## src/rtl/mem_port_arbiter_if.sv

```systemverilog
// Signal bundle around mem_port_arbiter: fetch requester, data requester and
// the shared memory port. "slave" is the arbiter's view; "master" is the view
// of everything around it (pipeline requesters and the memory).
interface mem_port_arbiter_if #(
    parameter int AW = 32,
    parameter int DW = 32
);
    // Fetch requester
    logic            if_req;
    logic [AW-1:0]   if_addr;
    logic            flush_if;
    logic [DW-1:0]   if_rdata;
    logic            if_valid;
    logic            stall_if;

    // Data requester
    logic            dm_req;
    logic            dm_we;
    logic [DW/8-1:0] dm_be;
    logic [AW-1:0]   dm_addr;
    logic [DW-1:0]   dm_wdata;
    logic [DW-1:0]   dm_rdata;
    logic            dm_valid;
    logic            stall_dm;

    // Shared memory port
    logic            mem_req;
    logic            mem_we;
    logic [DW/8-1:0] mem_be;
    logic [AW-1:0]   mem_addr;
    logic [DW-1:0]   mem_wdata;
    logic            mem_gnt;
    logic            mem_rvalid;
    logic [DW-1:0]   mem_rdata;

    modport slave (
        input  if_req, if_addr, flush_if,
        output if_rdata, if_valid, stall_if,
        input  dm_req, dm_we, dm_be, dm_addr, dm_wdata,
        output dm_rdata, dm_valid, stall_dm,
        output mem_req, mem_we, mem_be, mem_addr, mem_wdata,
        input  mem_gnt, mem_rvalid, mem_rdata
    );

    modport master (
        output if_req, if_addr, flush_if,
        input  if_rdata, if_valid, stall_if,
        output dm_req, dm_we, dm_be, dm_addr, dm_wdata,
        input  dm_rdata, dm_valid, stall_dm,
        input  mem_req, mem_we, mem_be, mem_addr, mem_wdata,
        output mem_gnt, mem_rvalid, mem_rdata
    );
endinterface

```

## src/rtl/mem_port_arbiter.sv

```systemverilog
// Arbiter sharing one unified memory port between instruction fetch and
// load/store. One transaction in flight; DM has priority unless fetch has been
// passed over STARVE_LIMIT times in a row. A flushed fetch still completes on
// the bus but its response is dropped.
module mem_port_arbiter #(
    parameter int AW           = 32,
    parameter int DW           = 32,
    parameter int STARVE_LIMIT = 4
) (
    input  logic              clk,
    input  logic              rst_n,
    mem_port_arbiter_if.slave bus
);
    localparam int         BW    = DW / 8;
    localparam logic [3:0] LIMIT = 4'(STARVE_LIMIT);

    typedef enum logic [1:0] {IDLE, REQ, RESP, DONE} stateT;
    typedef enum logic {OWNER_IF, OWNER_DM} ownerT;

    stateT          state;
    ownerT          owner;
    logic           discard;
    logic [3:0]     starveCnt;

    logic           memReq;
    logic           memWe;
    logic [BW-1:0]  memBe;
    logic [AW-1:0]  memAddr;
    logic [DW-1:0]  memWdata;
    logic [DW-1:0]  ifRdata;
    logic [DW-1:0]  dmRdata;
    logic           ifValidQ;
    logic           dmValidQ;

    logic           dmWins;
    logic           ifWins;
    logic           ifFlushHit;
    logic           ifValid;

    // DM wins a capture unless fetch is waiting and has hit the starvation limit;
    // a fetch being flushed this cycle is never captured.
    assign dmWins     = bus.dm_req && !(bus.if_req && (starveCnt == LIMIT));
    assign ifWins     = !dmWins && bus.if_req && !bus.flush_if;
    assign ifFlushHit = (owner == OWNER_IF) && bus.flush_if;

    // A flush arriving in the DONE cycle still kills the fetch pulse.
    assign ifValid    = ifValidQ && !bus.flush_if;

    // Transaction FSM with registered memory command, read data and valid pulses.
    always_ff @(posedge clk or negedge rst_n) begin
        if (!rst_n) begin
            // NOTE: the read-data registers are reset along with the control
            // state because every output, data included, must read 0 in reset.
            state     <= IDLE;
            owner     <= OWNER_IF;
            discard   <= 1'b0;
            starveCnt <= '0;
            memReq    <= 1'b0;
            memWe     <= 1'b0;
            memBe     <= '0;
            memAddr   <= '0;
            memWdata  <= '0;
            ifRdata   <= '0;
            dmRdata   <= '0;
            ifValidQ  <= 1'b0;
            dmValidQ  <= 1'b0;
        end else begin
            // NOTE: non-blocking assignments throughout; the default-low pulses
            // below are overridden by later assignments in the same block.
            ifValidQ <= 1'b0;
            dmValidQ <= 1'b0;

            case (state)
                IDLE: begin
                    if (dmWins) begin
                        owner    <= OWNER_DM;
                        discard  <= 1'b0;
                        memReq   <= 1'b1;
                        memWe    <= bus.dm_we;
                        memBe    <= bus.dm_be;
                        memAddr  <= bus.dm_addr;
                        memWdata <= bus.dm_wdata;
                        state    <= REQ;
                        if (bus.if_req && (starveCnt != LIMIT)) begin
                            starveCnt <= starveCnt + 4'd1;
                        end
                    end else if (ifWins) begin
                        owner     <= OWNER_IF;
                        discard   <= 1'b0;
                        memReq    <= 1'b1;
                        memWe     <= 1'b0;
                        memBe     <= '1;
                        memAddr   <= bus.if_addr;
                        memWdata  <= '0;
                        starveCnt <= '0;
                        state     <= REQ;
                    end
                end

                REQ: begin
                    if (ifFlushHit) begin
                        discard <= 1'b1;
                    end
                    if (bus.mem_gnt) begin
                        memReq <= 1'b0;
                        state  <= RESP;
                    end
                end

                RESP: begin
                    if (ifFlushHit) begin
                        discard <= 1'b1;
                    end
                    if (bus.mem_rvalid) begin
                        if (owner == OWNER_DM) begin
                            dmRdata  <= bus.mem_rdata;
                            dmValidQ <= 1'b1;
                            state    <= DONE;
                        end else if (discard || bus.flush_if) begin
                            discard <= 1'b0;
                            state   <= IDLE;
                        end else begin
                            ifRdata  <= bus.mem_rdata;
                            ifValidQ <= 1'b1;
                            state    <= DONE;
                        end
                    end
                end

                DONE: begin
                    state <= IDLE;
                end

                default: begin
                    state <= IDLE;
                end
            endcase
        end
    end

    assign bus.mem_req   = memReq;
    assign bus.mem_we    = memWe;
    assign bus.mem_be    = memBe;
    assign bus.mem_addr  = memAddr;
    assign bus.mem_wdata = memWdata;

    assign bus.if_rdata  = ifRdata;
    assign bus.if_valid  = ifValid;
    assign bus.stall_if  = bus.if_req && !ifValid;

    assign bus.dm_rdata  = dmRdata;
    assign bus.dm_valid  = dmValidQ;
    assign bus.stall_dm  = bus.dm_req && !dmValidQ;
endmodule

```

## src/flat_wrapper.sv

```systemverilog
// flat-port wrapper written by rule: the top's interface ports become plain ports
module mem_port_arbiter_flat 
#(
    parameter int AW           = 32,
    parameter int DW           = 32,
    parameter int STARVE_LIMIT = 4
)
  (clk, rst_n, bus_if_req, bus_if_addr, bus_flush_if, bus_if_rdata, bus_if_valid, bus_stall_if, bus_dm_req, bus_dm_we, bus_dm_be, bus_dm_addr, bus_dm_wdata, bus_dm_rdata, bus_dm_valid, bus_stall_dm, bus_mem_req, bus_mem_we, bus_mem_be, bus_mem_addr, bus_mem_wdata, bus_mem_gnt, bus_mem_rvalid, bus_mem_rdata);
  mem_port_arbiter_if #(.AW(AW), .DW(DW)) bus_i ();
  input  logic clk;
  input  logic rst_n;
  input wire logic [$bits(bus_i.if_req)-1:0] bus_if_req;
  input wire logic [$bits(bus_i.if_addr)-1:0] bus_if_addr;
  input wire logic [$bits(bus_i.flush_if)-1:0] bus_flush_if;
  output wire logic [$bits(bus_i.if_rdata)-1:0] bus_if_rdata;
  output wire logic [$bits(bus_i.if_valid)-1:0] bus_if_valid;
  output wire logic [$bits(bus_i.stall_if)-1:0] bus_stall_if;
  input wire logic [$bits(bus_i.dm_req)-1:0] bus_dm_req;
  input wire logic [$bits(bus_i.dm_we)-1:0] bus_dm_we;
  input wire logic [$bits(bus_i.dm_be)-1:0] bus_dm_be;
  input wire logic [$bits(bus_i.dm_addr)-1:0] bus_dm_addr;
  input wire logic [$bits(bus_i.dm_wdata)-1:0] bus_dm_wdata;
  output wire logic [$bits(bus_i.dm_rdata)-1:0] bus_dm_rdata;
  output wire logic [$bits(bus_i.dm_valid)-1:0] bus_dm_valid;
  output wire logic [$bits(bus_i.stall_dm)-1:0] bus_stall_dm;
  output wire logic [$bits(bus_i.mem_req)-1:0] bus_mem_req;
  output wire logic [$bits(bus_i.mem_we)-1:0] bus_mem_we;
  output wire logic [$bits(bus_i.mem_be)-1:0] bus_mem_be;
  output wire logic [$bits(bus_i.mem_addr)-1:0] bus_mem_addr;
  output wire logic [$bits(bus_i.mem_wdata)-1:0] bus_mem_wdata;
  input wire logic [$bits(bus_i.mem_gnt)-1:0] bus_mem_gnt;
  input wire logic [$bits(bus_i.mem_rvalid)-1:0] bus_mem_rvalid;
  input wire logic [$bits(bus_i.mem_rdata)-1:0] bus_mem_rdata;
  assign bus_i.if_req = bus_if_req;
  assign bus_i.if_addr = bus_if_addr;
  assign bus_i.flush_if = bus_flush_if;
  assign bus_if_rdata = bus_i.if_rdata;
  assign bus_if_valid = bus_i.if_valid;
  assign bus_stall_if = bus_i.stall_if;
  assign bus_i.dm_req = bus_dm_req;
  assign bus_i.dm_we = bus_dm_we;
  assign bus_i.dm_be = bus_dm_be;
  assign bus_i.dm_addr = bus_dm_addr;
  assign bus_i.dm_wdata = bus_dm_wdata;
  assign bus_dm_rdata = bus_i.dm_rdata;
  assign bus_dm_valid = bus_i.dm_valid;
  assign bus_stall_dm = bus_i.stall_dm;
  assign bus_mem_req = bus_i.mem_req;
  assign bus_mem_we = bus_i.mem_we;
  assign bus_mem_be = bus_i.mem_be;
  assign bus_mem_addr = bus_i.mem_addr;
  assign bus_mem_wdata = bus_i.mem_wdata;
  assign bus_i.mem_gnt = bus_mem_gnt;
  assign bus_i.mem_rvalid = bus_mem_rvalid;
  assign bus_i.mem_rdata = bus_mem_rdata;
  mem_port_arbiter #(.AW(AW), .DW(DW), .STARVE_LIMIT(STARVE_LIMIT)) u_core (.clk(clk), .rst_n(rst_n), .bus(bus_i));
endmodule
```

## config.mk

```make
export PLATFORM = sky130hd
export DESIGN_NAME = mem_port_arbiter_flat
export DESIGN_NICKNAME = d
export VERILOG_FILES = /design/src/rtl/mem_port_arbiter_if.sv /design/src/rtl/mem_port_arbiter.sv /design/src/flat_wrapper.sv
export SDC_FILE = /design/constraint.sdc
export NUM_CORES = 1
export LEC_CHECK = 0
export CORE_UTILIZATION = 36
export DETAILED_ROUTE_END_ITERATION = 8
export PLACE_DENSITY = 0.72
export SYNTH_ARGS = -nofsm -noshare
export SYNTH_HDL_FRONTEND = slang
export SYNTH_SLANG_ARGS = --single-unit
```

## constraint.sdc

```tcl
create_clock -name clk -period 2.8 [get_ports clk]
set_input_delay 0.28 -clock clk [delete_from_list [all_inputs] [get_ports clk]]
set_output_delay 0.28 -clock clk [all_outputs]
set_load 0.03 [all_outputs]
```

* Word level (Yosys, flattened, before mapping)
Index checks and enable logic that the tools add are counted.
** Storage, ports and cells
- Bits in registers :: 144
- Word-level logic and storage cells :: 87
- Bits of input ports :: 140
** Operators by class
- Reduce and logical (&&, ||, !) cells :: 26
- Mux-type cells :: 36
- $add $sub $neg :: 1
- Eq/ne operators :: 9
- Bitwise gates (word level) :: 2
** Operator list (count)
- 32-bit two-way mux :: 4
- 4-bit two-way mux :: 5
- 1-bit two-way mux :: 18
- 2-bit two-way mux :: 6
- 3-bit AND reduction :: 4
- 1-bit logical AND :: 9
- 2-bit case mux with 4 select lines :: 1
- 2-bit != test, second input constant :: 3
- 1-bit logical NOT :: 5
- 4-bit by 1-bit adder with 4-bit output, second input constant :: 1
- 2-bit == test, second input constant :: 2
- 4-bit by 3-bit == test with 1-bit output, second input constant :: 1
- 4-bit by 3-bit != test with 1-bit output, second input constant :: 1
- 2-bit AND reduction :: 2
- 4-bit AND reduction :: 1
- 2-bit nonzero test :: 2
- 3-bit by 1-bit != test with 1-bit output, second input constant :: 1
- 1-bit case mux with 3 select lines :: 1
- 3-bit nonzero test :: 1
- 2-bit by 1-bit == test with 1-bit output, second input constant :: 1
- 2-bit logical NOT :: 1
- 1-bit NOT :: 2
- 1-bit case mux with 2 select lines :: 1
- 1-bit logical OR :: 1

* Depth between registers and ports, before layout
Gate-level depths: netlist of run 1.
- Depth after elaboration :: 10
- Gate-level depth with buffers :: 8

* Least setup slack after synthesis of run 1
No wires, ideal clock.
- Path type :: reg2reg
- Start point :: register u_core.state[0]
- End point :: register u_core.ifRdata[14] (netlist: u_core.bus.if_rdata[14])
- Path slack :: 1169 ps
- Stages on the path, launching flop included :: 7
- Library setup time :: 125 ps
- Data required time :: 2675 ps
- Clock period less this slack :: 1631 ps
- Arrival time :: 1506 ps
- Path buffers :: 2
- Cell sequence :: dfrtp_1 -> inv_1 -> ha_1 -> and4b_1 -> buf_2 -> buf_6 -> mux2_2
** On the way
- Cells in the longest elaborated chain, start to end :: 2
** RTL lines
- start, declared :: line mem_port_arbiter.sv:20 : stateT state;
- start signal, assigned :: line mem_port_arbiter.sv:54 : state <= IDLE;
- start signal, assigned :: line mem_port_arbiter.sv:83 : state <= REQ;
- start signal, assigned :: line mem_port_arbiter.sv:96 : state <= REQ;
- 2-bit == test :: line mem_port_arbiter.sv:73 : case (state)
- 4-bit AND reduction (no source line)
- end signal, assigned :: line mem_port_arbiter.sv:123 : ifRdata <= bus.mem_rdata;
- end, declared :: line mem_port_arbiter.sv:30 : logic [DW-1:0] ifRdata;
No other way between the ends.
A chain may end at the register's enable or synchronous reset.

* Final worst setup path of run 1
- Start point :: register u_core.starveCnt[0]
- End point :: register u_core.memWdata[23] (netlist: u_core.bus.mem_wdata[23])
** On the way
- Cells in the longest elaborated chain, start to end :: 9
- Elaborated cells between the ends (all ways) :: 10
- Those cells by class :: eq/ne (1); mux (1); reduce/logical (8)
** RTL lines
- start, declared :: line mem_port_arbiter.sv:23 : logic [3:0] starveCnt;
- start signal, assigned :: line mem_port_arbiter.sv:85 : starveCnt <= starveCnt + 4'd1;
- 4-bit by 3-bit == test with 1-bit output (*) :: line mem_port_arbiter.sv:42 : assign dmWins = bus.dm_req && !(bus.if_req && (starveCnt == LIMIT));
- 1-bit logical AND (*) :: line mem_port_arbiter.sv:42
- 1-bit logical NOT (*) :: line mem_port_arbiter.sv:42
- 1-bit logical AND (*) :: line mem_port_arbiter.sv:42
- 1-bit logical NOT :: line mem_port_arbiter.sv:43 : assign ifWins = !dmWins && bus.if_req && !bus.flush_if;
- 1-bit logical AND (2 in series) :: line mem_port_arbiter.sv:43
- 2-bit nonzero test (no source line)
- 2-bit AND reduction (no source line)
- end signal, assigned :: line mem_port_arbiter.sv:82 : memWdata <= bus.dm_wdata;
- end, declared :: line mem_port_arbiter.sv:29 : logic [DW-1:0] memWdata;
Mark *: on every way between the ends. The rest lies on a longest branch, timed or not.

==> results.sh, run 1 <==
export IMPL_hpwlAfterDp_mm=12.26
export IMPL_cts_tree="built"
export IMPL_dieArea_um2=17070
export IMPL_regToRegStartpoint="u_core.starveCnt[0]"
export IMPL_n_antenna_cell=0
export IMPL_clockBufferDepth=2
export IMPL_hold_viol=0
export IMPL_drive_gt1_frac=0.1387
export IMPL_grt_max_degree=73
export IMPL_drv_cap=0
export IMPL_synth_async_reset_ratio=1.000
export IMPL_timing_setup_tns_ns=0
export IMPL_syn_avg_cell_area_um2=12.42
export IMPL_route_antenna_remaining_nets=0
export IMPL_critPathArrivalTime_ns=2.67
export IMPL_viasPerCell=5.105
export IMPL_seq_area_um2=3603
export IMPL_cp_max_fo=33
export IMPL_initial_core_util=0.3725
export IMPL_worst_pin_slew_ns=1.322
export IMPL_drcViolationCount=0
export IMPL_grt_pass1_vias=5250
export IMPL_max_freq_mhz=429.1
export IMPL_crit_end="u_core.bus.mem_wdata[23]"
export IMPL_cts_buffers_inserted=17
export IMPL_place_congestion=0.7445
export IMPL_critical_path_top_delay_family="simple AND/OR/NAND/NOR gates"
export IMPL_worst_r2r_path_depth=6
export IMPL_htreeDepth=4
export IMPL_synth_edf_count=0
export IMPL_p_leak_nw=4.102
export IMPL_slew_limit_headroom=0.1179
export IMPL_synth_cells=480
export IMPL_worst_path_max_delay_cell="nor2_2"
export IMPL_fill_cells=1335
export IMPL_hold_slack_ns=0.4109
export IMPL_clock_skew_ns=0.007989
export IMPL_area_growth_pct=59.50
export IMPL_cts_setup_buffers=0
export IMPL_critPathKind="flip-flop to flip-flop"
export IMPL_rr_endpoint="u_core.bus.mem_wdata[23]"
export IMPL_finalNetCount=897
export IMPL_cp_num_cells=6
export IMPL_insertion_delay_ns=0.41
export IMPL_critPathLaunchType="flip-flop"
export IMPL_setup_viol_count_final=0
export IMPL_die_w_um=130.7
export IMPL_power_density_nw_per_um2=1237
export IMPL_drtIter0Drc=152
export IMPL_rsz0062_at_grt="false"
export IMPL_rrSetupSlack_ns=0.47
export IMPL_status="complete, no violations"
export IMPL_multi_input_area_um2=2127
export IMPL_antenna_found_initial=0
export IMPL_die_y_um=130.7
export IMPL_synth_seq_area_share=0.6047
export IMPL_drt_wirelength_per_cell_um=17.64
export IMPL_grtUsageTotal=0.2063
export IMPL_clkSinkCount=144
export IMPL_overflow=0
export IMPL_max_stage_delay_ns=1.00
export IMPL_path_buf_inv=1
export IMPL_synthDistinctLibCells=36
export IMPL_path_cells="inv_1, ha_1, nand4b_1, nand2_1, nor2_2, a22o_1"
export IMPL_end_kind="flip-flop"
export IMPL_core_area_um2=16000
export IMPL_cts_root_buffer_cell="clkbuf_16"
export IMPL_ir_worst_vdd_mv=0.7348
export IMPL_ios=278
export IMPL_finalCritPeriodShare=0.8322
export IMPL_final_max_slew_viol_count=0
export IMPL_grt_pass1_wl_mm=26.73
export IMPL_syn_num_nets=626
export IMPL_required_ns=3.14
export IMPL_via_count=5003
export IMPL_wirelength_mm=17.28
export IMPL_clk_pin_slew_ns=0.06
export IMPL_row_count=46
export IMPL_ys_ff_latch=144
export IMPL_worstHoldPathType="input pin to asynchronous set/reset pin"
export IMPL_syn_cell_area_um2=5959
export IMPL_first_pass_iters=4
export IMPL_ys_warnings_count=0
export IMPL_cp_startpoint="u_core.starveCnt[0]"
export IMPL_port_buffer_count=277
export IMPL_synth_main_ff_cell="dfrtp_1"
export IMPL_fin_crit_ns=2.330
==> where the power goes <==
| group | switching (mW) | internal [mW] |
|---|---|---|
| logic | 3.35 | 2.58 |
| clock network | 0.878 | 1.34 |
| registers | 0.566 | 3.04 |
==> worst register-to-register path, cell delays in order (launching register included) <==
cell,delay (ns)
dfrtp_1,0.38
inv_1,0.08
ha_1,0.26
nand4b_1,0.13
nand2_1,0.10
nor2_2,1.00
a22o_1,0.31
==> Yosys cell counts, types with 3 or more instances <==
cell | number | area share
nand2_1 | 40 | 0.025
nand3_1 | 66 | 0.055
mux2_1 | 8 | 0.015
o22a_1 | 4 | 0.0059
a22o_1 | 36 | 0.053
ha_1 | 6 | 0.013
mux2_2 | 57 | 0.11
buf_6 | 5 | 0.0094
buf_2 | 13 | 0.011
nand4_1 | 32 | 0.034
clkbuf_1 | 15 | 0.0094
inv_1 | 10 | 0.0063
nor2_1 | 6 | 0.0038
dfrtp_1 | 144 | 0.60
nor2b_1 | 4 | 0.0042
a21oi_1 | 3 | 0.0025
buf_4 | 5 | 0.0063
o21ai_0 | 4 | 0.0034
==> flip-flops by register name (all words and copies together), names as in the netlist, 2 cells and up <==
| signal | count |
|---|---|
| u_core.bus.mem_wdata | 32 |
| u_core.bus.if_rdata | 32 |
| u_core.state | 2 |
| u_core.bus.mem_be | 4 |
| u_core.bus.mem_addr | 32 |
| u_core.starveCnt | 4 |
| u_core.bus.dm_rdata | 32 |
==> timing repair <==
item                      in CTS  in global routing
hold endpoints to repair      64                  0
hold buffers                   1                  0
gates resized for setup        0                  0
==> placed cells by master, fill, tap and decap left out, types with 2 or more instances in the layout <==
cell type and n:
a21oi_1 3, a22o_1 36, a31oi_1 2, buf_4 11, bufinv_16 2, clkbuf_1 2, clkbuf_16 17, clkdlybuf4s50_1 276
clkinv_2 3, clkinv_4 3, clkinvlp_4 2, dfrtp_1 144, ha_1 5, inv_1 10, inv_6 2, mux2_1 8
mux2_2 57, nand2_1 40, nand2b_1 2, nand3_1 65, nand4_1 32, nand4b_1 2, nor2_1 5, nor2b_1 3
o21ai_0 4, o22a_1 4, o31ai_1 2
==> worst min path at each step <==
stage,from,to
global placement,rst_n,u_core.bus.dm_rdata[0]
global route,bus_dm_addr[29],u_core.bus.mem_addr[29]
floorplan,rst_n,u_core.bus.dm_rdata[0]
CTS,bus_dm_addr[19],u_core.bus.mem_addr[19]
detailed placement,rst_n,u_core.bus.dm_rdata[0]
finish,rst_n,u_core.bus.dm_rdata[0]
==> cell families (layout without fill, tap and decap cells) <==
| group | after synthesis | after routing | synth area share |
|---|---|---|---|
| mux | 66 | 66 | 0.1245 |
| flops | 144 | 144 | 0.6047 |
| buf+inv | 48 | 332 | 0.04241 |
| compound gates | 60 | 60 | 0.08314 |
| simple gates | 156 | 156 | 0.1327 |
| fa+ha+maj | 6 | 6 | 0.01260 |
==> area by class of cell <==
class	count	area share
timing repair buffer	290	0.3037
clock inverter	12	0.01408
multi-input combinational	288	0.2238
tap	216	0.02843
sequential	144	0.3791
clock buffer	20	0.04699
inverter	10	0.003949
==> stage by stage <==
stage | util | setup slack, ns | cells | instance area [µm²] | total power [mW]
floorplan | - | 1.169 | 480 | 5959 | 7.037
global placement | 0.5572 | 0.4373 | 947 | 8915 | 9.422
detailed placement | 0.5572 | 0.3222 | 947 | 8915 | 9.590
CTS | 0.5941 | 0.4700 | 980 | 9505 | 11.88
global route | 0.5941 | 0.2950 | 980 | 9505 | 12.41
finish | 0.5941 | 0.4698 | 980 | 9505 | 11.76
==> metal layers <==
metal / share of wire / vias to the layer above / global-route usage / routed length, µm
met4: 0.020 / 0 / 0.07978 / 346
li1: - / 2291 / - / -
met1: 0.37 / 2450 / 0.2254 / 6478
met5: 0 / - / 0 / 0
met2: 0.49 / 237 / 0.3548 / 8507
met3: 0.11 / 25 / 0.08754 / 1951
Power figures use the tool's default switching activity.
==> inputs of run 2 (changes only) <==
PLACE_DENSITY = 0.74   (was 0.72)
clock period = 2 ns   (was 2.8 ns; I/O delays follow)
==> run 2 against run 1 <==
Sequential cell count unchanged. Hold slack got worse by 0.15 ns. Highest routed layer unchanged. Critical path depth shrank 2. Critical endpoint is now bus_stall_if. Sequential power up 39%. Design area rose by 2.1%. Power up 44%. Clock skew is 0.00079 ns lower. Setup slack worse by 0.38 ns. Die area did not move. Register-to-register slack got worse by 0.32 ns. Critical path type is now input pin to output pin. Core utilization grew 1.2 points.
==> results.sh, run 2 (synthesis results as in run 1) <==
export IMPL_status="complete, no violations"
export IMPL_clkSinkCount=144
export IMPL_fin_crit_ns=1.913
export IMPL_worst_pin_slew_ns=0.7482
export IMPL_antenna_found_initial=0
export IMPL_via_count=5052
export IMPL_hold_viol=0
export IMPL_rsz0062_at_grt="false"
export IMPL_critPathKind="input pin to output pin"
export IMPL_dieArea_um2=17070
export IMPL_die_w_um=130.7
export IMPL_cts_root_buffer_cell="clkbuf_16"
export IMPL_hold_slack_ns=0.2566
export IMPL_die_y_um=130.7
export IMPL_drive_gt1_frac=0.1548
export IMPL_port_buffer_count=277
export IMPL_rrSetupSlack_ns=0.15
export IMPL_cts_setup_buffers=0
export IMPL_row_count=46
export IMPL_route_antenna_remaining_nets=0
export IMPL_clk_pin_slew_ns=0.06
export IMPL_final_max_slew_viol_count=0
export IMPL_fill_cells=1300
export IMPL_drv_cap=0
export IMPL_first_pass_iters=4
export IMPL_cts_tree="built"
export IMPL_drt_wirelength_per_cell_um=17.44
export IMPL_p_leak_nw=4.201
export IMPL_cts_buffers_inserted=17
export IMPL_insertion_delay_ns=0.41
export IMPL_max_freq_mhz=522.8
export IMPL_path_cells="clkdlybuf4s50_1, buf_4, nor2b_1, clkdlybuf4s50_1"
export IMPL_clock_skew_ns=0.007197
export IMPL_end_kind="output pin"
export IMPL_area_growth_pct=62.78
export IMPL_grtUsageTotal=0.2060
export IMPL_core_area_um2=16000
export IMPL_final_cell_mix="clkdlybuf4s50_1, dfrtp_1, nand3_1"
export IMPL_grt_pass1_vias=5299
export IMPL_drcViolationCount=0
export IMPL_max_stage_delay_ns=0.69
export IMPL_placed_area_um2=9045
export IMPL_n_antenna_cell=0
export IMPL_required_ns=1.80
export IMPL_path_buf_inv=3
export IMPL_finalCritPeriodShare=0.9564
export IMPL_seq_area_um2=3603
export IMPL_cpMostUsedCell="clkdlybuf4s50_1"
export IMPL_htreeDepth=4
export IMPL_rr_endpoint="u_core.starveCnt[0]"
export IMPL_finalNetCount=908
export IMPL_cp_max_fo=6
export IMPL_worstHoldPathType="input pin to asynchronous set/reset pin"
export IMPL_ir_worst_vdd_mv=0.9761
export IMPL_critPathArrivalTime_ns=1.71
export IMPL_multi_input_area_um2=2133
export IMPL_worst_r2r_path_depth=5
export IMPL_critPathLaunchType="input pin"
export IMPL_power_density_nw_per_um2=1743
export IMPL_wirelength_mm=17.29
export IMPL_critical_path_top_delay_family="buffers and inverters"
export IMPL_initial_core_util=0.3725
export IMPL_final_common_cell="clkdlybuf4s50_1"
export IMPL_drtIter0Drc=172
export IMPL_clockBufferDepth=2
export IMPL_grt_max_degree=73
export IMPL_grt_pass1_wl_mm=26.70
export IMPL_setup_viol_count_final=0
export IMPL_overflow=0
export IMPL_hpwlAfterDp_mm=12.37
export IMPL_slew_limit_headroom=0.5000
export IMPL_stdcell_area_um2=9701
export IMPL_place_congestion=0.8276
export IMPL_ios=278
export IMPL_viasPerCell=5.098
export IMPL_worst_path_max_delay_cell="clkdlybuf4s50_1"
export IMPL_regToRegStartpoint="u_core.state[0]"
[run 2: worst max-delay path by stage]
stage	start	end	slack (ns)	cells past startpoint
final	bus_if_req	bus_stall_if	0.09	4
after global routing	u_core.ifValidQ	bus_stall_if	0.003	3
after CTS	u_core.ifValidQ	bus_stall_if	0.05	3
after detailed placement	bus_if_req	u_core.bus.mem_wdata[24]	-0.24	5
after global placement	bus_if_req	u_core.bus.mem_wdata[24]	-0.11	5
after floorplan	u_core.state[0]	u_core.bus.if_rdata[14]	0.37	6
[run 2: metrics by stage]
step	setup TNS, ns	util	power, mW	setup slack (ns)	cells
final	0	0.6063	16.91	0.08724	991
after detailed placement	-8.764	0.5653	13.60	-0.2421	958
after floorplan	0	-	9.852	0.3689	480
after global routing	0	0.6063	17.80	0.002732	991
after CTS	0	0.6057	17.05	0.05084	991
after global placement	-3.738	0.5653	13.36	-0.1143	958
[run 2: area by class of cell]
type / instances / area share
inverters: 10 / 0.003869
flip-flops and latches: 144 / 0.3715
clock buffers: 19 / 0.04669
clock inverters: 13 / 0.01806
multi-input cells: 288 / 0.2199
repair buffers: 301 / 0.3121
well taps: 216 / 0.02786
[run 2: what timing repair did]
action / CTS / global route
endpoints found under the setup margin: 75 / 11
hold endpoints to repair: 35 / 0
hold buffers: 1 / 0
resized for setup: 2 / 4
[run 2: power by group]
group | internal, mW | leakage [nW] | switching, mW | total [mW]
sequential | 4.26 | 1.79 | 0.756 | 5.02
combinational | 3.78 | 2.11 | 4.79 | 8.57
clock | 2.05 | 0.301 | 1.26 | 3.32
[run 2: metal layers]
metal	GRT usage	vias to the layer above	wire, µm
li1	-	2315	-
met1	0.2223	2488	6463
met2	0.3641	218	8795
met3	0.07614	31	1633
met4	0.08384	0	394
met5	0	-	0
==> RTL edit (flow settings as in run 2) <==
Encoding of `stateT`: now one-hot (4 bits for 4 states).
--- a/src/rtl/mem_port_arbiter.sv
+++ b/src/rtl/mem_port_arbiter.sv
@@ -14,7 +14,7 @@
     localparam int         BW    = DW / 8;
     localparam logic [3:0] LIMIT = 4'(STARVE_LIMIT);
 
-    typedef enum logic [1:0] {IDLE, REQ, RESP, DONE} stateT;
+    typedef enum logic [3:0] {IDLE = 4'b0001, REQ = 4'b0010, RESP = 4'b0100, DONE = 4'b1000} stateT;
     typedef enum logic {OWNER_IF, OWNER_DM} ownerT;
 
     stateT          state;
Function: same outputs for any inputs over 4 cycles, from zero or initial values and one cycle with rst_n low; so few cycles prove little.
==> RTL edit against run 2 <==
Total power down 7.8%. Sequential power down 1%. Routed wire length down 0.76%. Sequential cell count up 2. Synthesized area down 0.38%. Global-route usage down 0.087 points. Setup slack better by 0.024 ns. Fmax up 1.3%. Final area about the same. Hold slack better by 0.054 ns. Synthesized cell count down 7.5%. Count of clock-buffer cells in the layout down 1. Critical endpoint unchanged.
==> RTL edit: results (changes against run 2) <==
| Metric | Value |
|---|---|
| Vias in the first global route | 4994 (was 5299) |
| Crit Path Max Fanout | 2 (was 6) |
| Reg2reg start | u_core.state[2] (was u_core.state[0]) |
| Comb_multi_in | 260 (was 288) |
| # resized after CTS | 0 (was 2) |
| Placer congestion estimate | 0.839 (was 0.828) |
| Post-synth cell types | 41 (was 36) |
| Internal power | 9.45 mW (was 10.1 mW) |
| Clock buf count | 18 (was 19) |
| ClkCell Share | 6.18% (was 6.47%) |
| HPWL Detailed | 12300 um (was 12400 um) |
| Status | complete, no violations (unchanged) |
| Arrival time of the worst setup path | 1.69 ns (was 1.71 ns) |
| Clk power | 3.22 mW (was 3.32 mW) |
| Initial DRC Count | 185 (was 172) |
| Clk_skew | 0.00707 ns (was 0.00720 ns) |
| FF-to-FF End | u_core.bus.if_rdata[31] (was u_core.starveCnt[0]) |
| Avg WL per Cell | 17.9 um (was 17.4 um) |
| Met2 WL | 9020 um (was 8800 um) |
| Synth cell count leaders | dfrtp_1, mux2_1, o21ai_0, a22o_1, mux2i_1 (was dfrtp_1, nand3_1, mux2_2, nand2_1, a22o_1) |
| Largest net degree at the start of global routing | 66 (was 73) |
| Post-Syn Nets | 586 (was 626) |
| WL met3 | 883 um (was 1630 um) |
| Sequential-to-total area share from yosys stat | 61.6% (was 60.5%) |
| Met3 GRT Util | 4.32% (was 7.61%) |
| Share of layout cells above drive strength 1 | 8.91% (was 15.5%) |
| Leakage | 4.35 nW (was 4.20 nW) |
| Multi-input combinational area share | 22.0% (about the same) |
| DRT met1 WL | 6750 um (was 6460 um) |
| GR Layer Usage met2 | 36.0% (was 36.4%) |
| Total GRT Usage | 20.5% (was 20.6%) |
| Fmax | 529 MHz (was 523 MHz) |
| Worst-margin pin slew | 0.578 ns (was 0.748 ns) |
RTL edit: cell count changes after synthesis, sizes merged, moves of 3 or more:
cell	before	now
nand4	32	1
o21ai	4	70
nand3	66	6
mux2i	1	32
ha	6	2
nor4b	0	3
clkbuf	15	12
buf	23	18
nand2	40	7
RTL edit: metrics by stage:
step	cell area, um2	util (%)	hold WS (ns)	std cells
floorplan	5940	-	-0.0956	444
global placement	9030	56.5	0.178	923
detailed placement	9030	56.5	0.188	923
CTS	9640	60.3	0.324	955
global route	9690	60.6	0.369	957
finish	9690	60.6	0.310	957
RTL edit: logic make-up after synthesis:
logic type | share of synthesized area [%]
xor gates and xnor gates | 0.148
muxes | 17.5
adders and majority gates | 0.421
and+or+nand+nor | 3.86
DFF | 61.6
AOI/OAI and AO/OA | 13.6
buffers and inverters | 2.89
RTL edit: critical path: cells and delay by family (launching register included):
family,cells,cell delay [ns]
DFF,1,0.35
buffers and inverters,1,0.67
and+or+nand+nor,2,0.25
